[src/rtl/stencil_ram_arbiter.sv]
// ============================================================================
// Module   : stencil_ram_arbiter
// Brief    : Single-port arbiter for a 1-bit stencil mask RAM: round-robin
//            write/read grants plus a full-RAM fill engine.
// Revision : 1.0 - initial release
// ============================================================================
`default_nettype none

module stencil_ram_arbiter #(
    parameter int ADDR_W = 14
) (
    input  logic              clk,
    input  logic              i_nrst,
    input  logic              i_clearReq,
    input  logic              i_clearVal,
    output logic              o_clearBusy,
    output logic              o_clearDone,
    input  logic              i_wrReq,
    input  logic [ADDR_W-1:0] i_wrAddr,
    input  logic              i_wrData,
    output logic              o_wrAck,
    input  logic              i_rdReq,
    input  logic [ADDR_W-1:0] i_rdAddr,
    output logic              o_rdAck,
    output logic              o_rdValid,
    output logic              o_rdData,
    output logic [ADDR_W-1:0] o_ramAddrIn,
    output logic [ADDR_W-1:0] o_ramAddrOut,
    output logic              o_ramDataIn,
    output logic              o_ramCs,
    output logic              o_ramWe,
    input  logic              i_ramDataOut
);

    typedef enum logic [0:0] {
        ST_IDLE  = 1'b0,
        ST_CLEAR = 1'b1
    } state_t;

    localparam logic [ADDR_W-1:0] c_lastAddr = {ADDR_W{1'b1}};

    state_t              r_state;
    state_t              w_stateNext;
    logic [ADDR_W-1:0]   r_count;
    logic                r_clearVal;
    logic                r_lastRd;
    logic                r_rdValid;

    logic                w_wrGrant;
    logic                w_rdGrant;
    logic                w_clearDone;
    logic                w_ramCs;
    logic                w_ramWe;
    logic                w_ramDataIn;
    logic [ADDR_W-1:0]   w_ramAddrIn;
    logic [ADDR_W-1:0]   w_ramAddrOut;

    always_ff @(posedge clk or negedge i_nrst) begin
        if (!i_nrst) begin
            r_state    <= ST_IDLE;
            r_count    <= '0;
            r_clearVal <= 1'b0;
            r_lastRd   <= 1'b1;
            r_rdValid  <= 1'b0;
        end else begin
            r_state   <= w_stateNext;
            r_rdValid <= w_rdGrant;
            if (r_state == ST_IDLE && i_clearReq) begin
                r_clearVal <= i_clearVal;
                r_count    <= '0;
            end else if (r_state == ST_CLEAR) begin
                r_count <= r_count + 1'b1;
            end
            if (w_wrGrant)
                r_lastRd <= 1'b0;
            else if (w_rdGrant)
                r_lastRd <= 1'b1;
        end
    end

    always_comb begin
        w_stateNext  = r_state;
        w_wrGrant    = 1'b0;
        w_rdGrant    = 1'b0;
        w_clearDone  = 1'b0;
        w_ramCs      = 1'b0;
        w_ramWe      = 1'b0;
        w_ramDataIn  = 1'b0;
        w_ramAddrIn  = '0;
        w_ramAddrOut = '0;
        case (r_state)
            ST_IDLE: begin
                // A clear request pre-empts both requesters for this cycle
                if (i_clearReq) begin
                    w_stateNext = ST_CLEAR;
                end else if (i_wrReq && i_rdReq) begin
                    w_wrGrant = r_lastRd;
                    w_rdGrant = !r_lastRd;
                end else begin
                    w_wrGrant = i_wrReq;
                    w_rdGrant = i_rdReq;
                end
                if (w_wrGrant) begin
                    w_ramCs     = 1'b1;
                    w_ramWe     = 1'b1;
                    w_ramAddrIn = i_wrAddr;
                    w_ramDataIn = i_wrData;
                end
                if (w_rdGrant) begin
                    w_ramCs      = 1'b1;
                    w_ramAddrOut = i_rdAddr;
                end
            end
            ST_CLEAR: begin
                w_ramCs     = 1'b1;
                w_ramWe     = 1'b1;
                w_ramAddrIn = r_count;
                w_ramDataIn = r_clearVal;
                if (r_count == c_lastAddr) begin
                    w_clearDone = 1'b1;
                    w_stateNext = ST_IDLE;
                end
            end
            default: w_stateNext = ST_IDLE;
        endcase
    end

    // Combinational outputs are gated so reset silences them immediately
    assign o_wrAck      = i_nrst & w_wrGrant;
    assign o_rdAck      = i_nrst & w_rdGrant;
    assign o_ramCs      = i_nrst & w_ramCs;
    assign o_ramWe      = i_nrst & w_ramWe;
    assign o_ramDataIn  = i_nrst & w_ramDataIn;
    assign o_ramAddrIn  = i_nrst ? w_ramAddrIn  : '0;
    assign o_ramAddrOut = i_nrst ? w_ramAddrOut : '0;
    assign o_clearDone  = i_nrst & w_clearDone;
    assign o_clearBusy  = (r_state == ST_CLEAR);
    assign o_rdValid    = r_rdValid;
    assign o_rdData     = r_rdValid & i_ramDataOut;

endmodule

`default_nettype wire

[config.mk]
export PLATFORM = sky130hd
export DESIGN_NAME = stencil_ram_arbiter
export DESIGN_NICKNAME = d
export VERILOG_FILES = /design/src/rtl/stencil_ram_arbiter.sv
export SDC_FILE = /design/constraint.sdc
export NUM_CORES = 1
export LEC_CHECK = 0
export ABC_AREA = 1
export CAP_MARGIN = 5
export CORE_AREA = 2 2 63 65
export CTS_CLUSTER_DIAMETER = 50
export DETAILED_ROUTE_END_ITERATION = 10
export DIE_AREA = 0 0 65 67
export HOLD_SLACK_MARGIN = 0.15
export PLACE_DENSITY = 0.79
export SETUP_SLACK_MARGIN = 0.05
export SYNTH_ARGS = -nofsm -noshare
export SYNTH_HDL_FRONTEND = slang
export SYNTH_SLANG_ARGS = --single-unit
[constraint.sdc]
create_clock -name clk -period 2.1 [get_ports clk]
set_input_delay 0.63 -clock clk [delete_from_list [all_inputs] [get_ports clk]]
set_output_delay 0.63 -clock clk [all_outputs]
set_load 0.03 [all_outputs]
==> impl_metrics.yaml <==
status:
  status: "finished, violations left"
  violations: "negative setup slack"
routing:
  wl_per_cell_um: 16.6
  avgViaCountPerCell: 5.32
  wl_mm: 6.41
  antenna_left: 0
  drt-pass1-iter-count: 7
  num_vias: 2047
  drt_iter0_markers: 192
  drc: 0
synthesis:
  syn_nets: 272
  synthTopCellsByCount: "78 x nand2_1, 36 x inv_1, 32 x nor2_1, 21 x nand4_1, 17 x dfrtp_1"
  ys.flop_type: "dfrtp_1"
  yosysSeqAreaShare: 0.317
  syn_avg_cell_area_sq_um: 6.07
  synth_top_area_frac: 0.298
  syn-cell-area_sq_mm: 0.00143
  synth.most_common_cell: "nand2_1"
  netlist-cell-type-count: 23
  synth_warnings: 0
  syn_inst: 235
  ys_ff_latch: 18
  synth_top_area_cell: "dfrtp_1"
  synthArstFlopShare: 1.00
  ys_top_cells_by_area: "dfrtp_1 30%, nand2_1 21%, inv_1 9.5%"
  synth_enable_flop_cells: 0
timing:
  drv_slew: 0
  setup_viol: 32
  fmax_mhz: 446
  post-route-period-util: 1.07
  final.min_clock_period_ns: 2.24
  hold_violations: 0
  worst_slack_ns: -0.144
  max_slew_margin: 0.677
  rsz0062_at_grt: "true"
  tightest_slew_ns: 0.483
  fin_skew_ns: 0.00318
global_routing:
  gr-total-overflow: 0
  grt_max_degree: 20
  track_usage: 0.262
  antenna_found_initial: 0
  grt_pass1_vias: 1915
  grt_pass1_wl_mm: 8.71
job:
  maxCapViolations: 0
cells_and_area:
  syn_to_final_growth_pct: 96.4
  nets: 375
  diodes: 0
  fin_area_sq_mm: 0.00280
  final_cells: 385
  multi_input_area_sq_um: 973
  seq_area_sq_um: 453
  fillers: 220
  drive_gt1_frac: 0.395
clock_network:
  clock_latency_ns: 0.26
  numCtsBuffers: 3
  htree_levels: 1
  cts_tree: "yes"
  hold_buffers: 0
  cts_root_buffer: "clkbuf_8"
  clock-sinks: 18
  clk_path_buf_depth: 2
  clk_pin_slew_ns: 0.07
placed_design:
  dp_hpwl_mm: 3.74
  gp_congestion: 0.877
  postPlaceCellArea_sq_mm: 0.00233
  port-buffer-count: 72
  placed_cells: 370
power_and_ir_drop:
  p_leak_uw: 0.00145
  vdd_drop_max_v: 0.000285
  p_per_area_mw_per_mm2: 302
floorplanning:
  die_x_um: 65
  initial_core_util: 0.396
  die_y_um: 67
  io_pins: 73
  coreArea_sq_mm: 0.00361
  rows: 22
  die-area_sq_mm: 0.00436
worst_setup_path:
  critPathRequiredTime_ns: 1.47
  critPathMaxFanout: 8
  start_kind: "flip-flop"
  crit_path_end_kind: "primary output"
  setup.worst_path.class: "flip-flop to primary output"
  cp.arrival_ns: 1.61
worst_hold_path:
  hold_class: "primary input to asynchronous set/reset pin"
-- per-stage QoR --
| stage | worst slack [ns] | power (uW) | setup TNS (ns) | utilization | hold WS [ns] |
|---|---|---|---|---|---|
| after detailed placement | -0.520 | 524 | -15.29 | 0.646 | 0.500 |
| after global placement | -0.504 | 523 | -14.70 | 0.646 | 0.486 |
| after global routing | -0.189 | 877 | -4.91 | 0.777 | 0.315 |
| final | -0.144 | 846 | -3.03 | 0.777 | 0.341 |
| after CTS | -0.0959 | 829 | -1.88 | 0.739 | 0.311 |
| after floorplan | -0.00141 | 414 | -0.0113 | - | 0.334 |
-- worst max-delay path: stages, from the launching register on --
cell     delay [ns]
dfstp_2        0.39
buf_4          0.15
a21oi_4        0.13
nand2_2        0.08
nor2_4         0.12
nand2_4        0.09
buf_12         0.16
nor2_4         0.09
buf_6          0.14
-- flip-flops by register name, summed over array words and instances, names as in the netlist --
signal / cells
r_lastRd: 1
o_clearBusy: 1
o_rdValid: 1
r_count: 14
r_clearVal: 1
-- repair_timing --
item	in CTS	in global routing
setup endpoints to repair	35	34
cloned	1	1
gates resized for setup	86	19
pin swaps	8	17
setup buffers	3	7
-- kinds of logic after synthesis --
logic type,count (synthesis),share of synthesized area
and+or+nand+nor,152,0.475
DFF,18,0.317
buffers and inverters,49,0.144
AOI/OAI and AO/OA,15,0.0553
adders and majority gates,1,0.00877
-- placed cells by master (no fill, tap or decap), types with 2 or more instances in the layout --
cell type        Yosys  layout
nand2_1             78      63
o21ai_1              2       2
inv_1               36      34
clkdlybuf4s50_1      0      32
nor2_1              32      12
a21oi_1              6       6
inv_4                0       3
dfrtp_1             17      16
nor2_4               2      20
nand3_1             11      11
nand4_1             21      21
buf_6                1      38
clkbuf_8             0       4
buf_4                2      30
inv_2                4       2
nand2_2              2      16
nor2_2               3       5
o21ai_0              6       5
buf_12               0       2
-- power breakdown --
group / internal [uW] / switching, uW / leakage, uW
clock: 167 / 127 / 0.0000288
combinational: 105 / 98.0 / 0.00122
sequential: 347 / 1.07 / 0.000200
-- area by class of cell --
type	count	area share
clock buffers	4	0.0197
inverters	40	0.0590
multi-input cells	168	0.347
flip-flops and latches	18	0.162
well taps	48	0.0214
repair buffers	107	0.391
-- path summary, 6_finish.rpt --
path	from	to	cells after the start	slack, ns
setup / recovery	r_lastRd	o_ramAddrOut[1]	8	-0.14
hold / removal	i_nrst	r_count[1]	2	0.34
setup reg to reg	o_clearBusy	r_count[11]	7	0.64
hold reg to reg	r_clearVal	r_clearVal	2	0.54
max in group asynchronous	i_nrst	o_clearBusy	3	1.33
min in group clk	r_clearVal	r_clearVal	2	0.54
-- routing by layer --
| layer | vias to the layer above | track usage | wire length [um] |
|---|---|---|---|
| met5 | - | 0 | 0 |
| met4 | 0 | 0.0559 | 163 |
| met3 | 25 | 0.0456 | 556 |
| met2 | 144 | 0.495 | 3300 |
| met1 | 935 | 0.306 | 2390 |
| li1 | 943 | - | - |
Note: power is estimated with default switching activity, not from simulation.
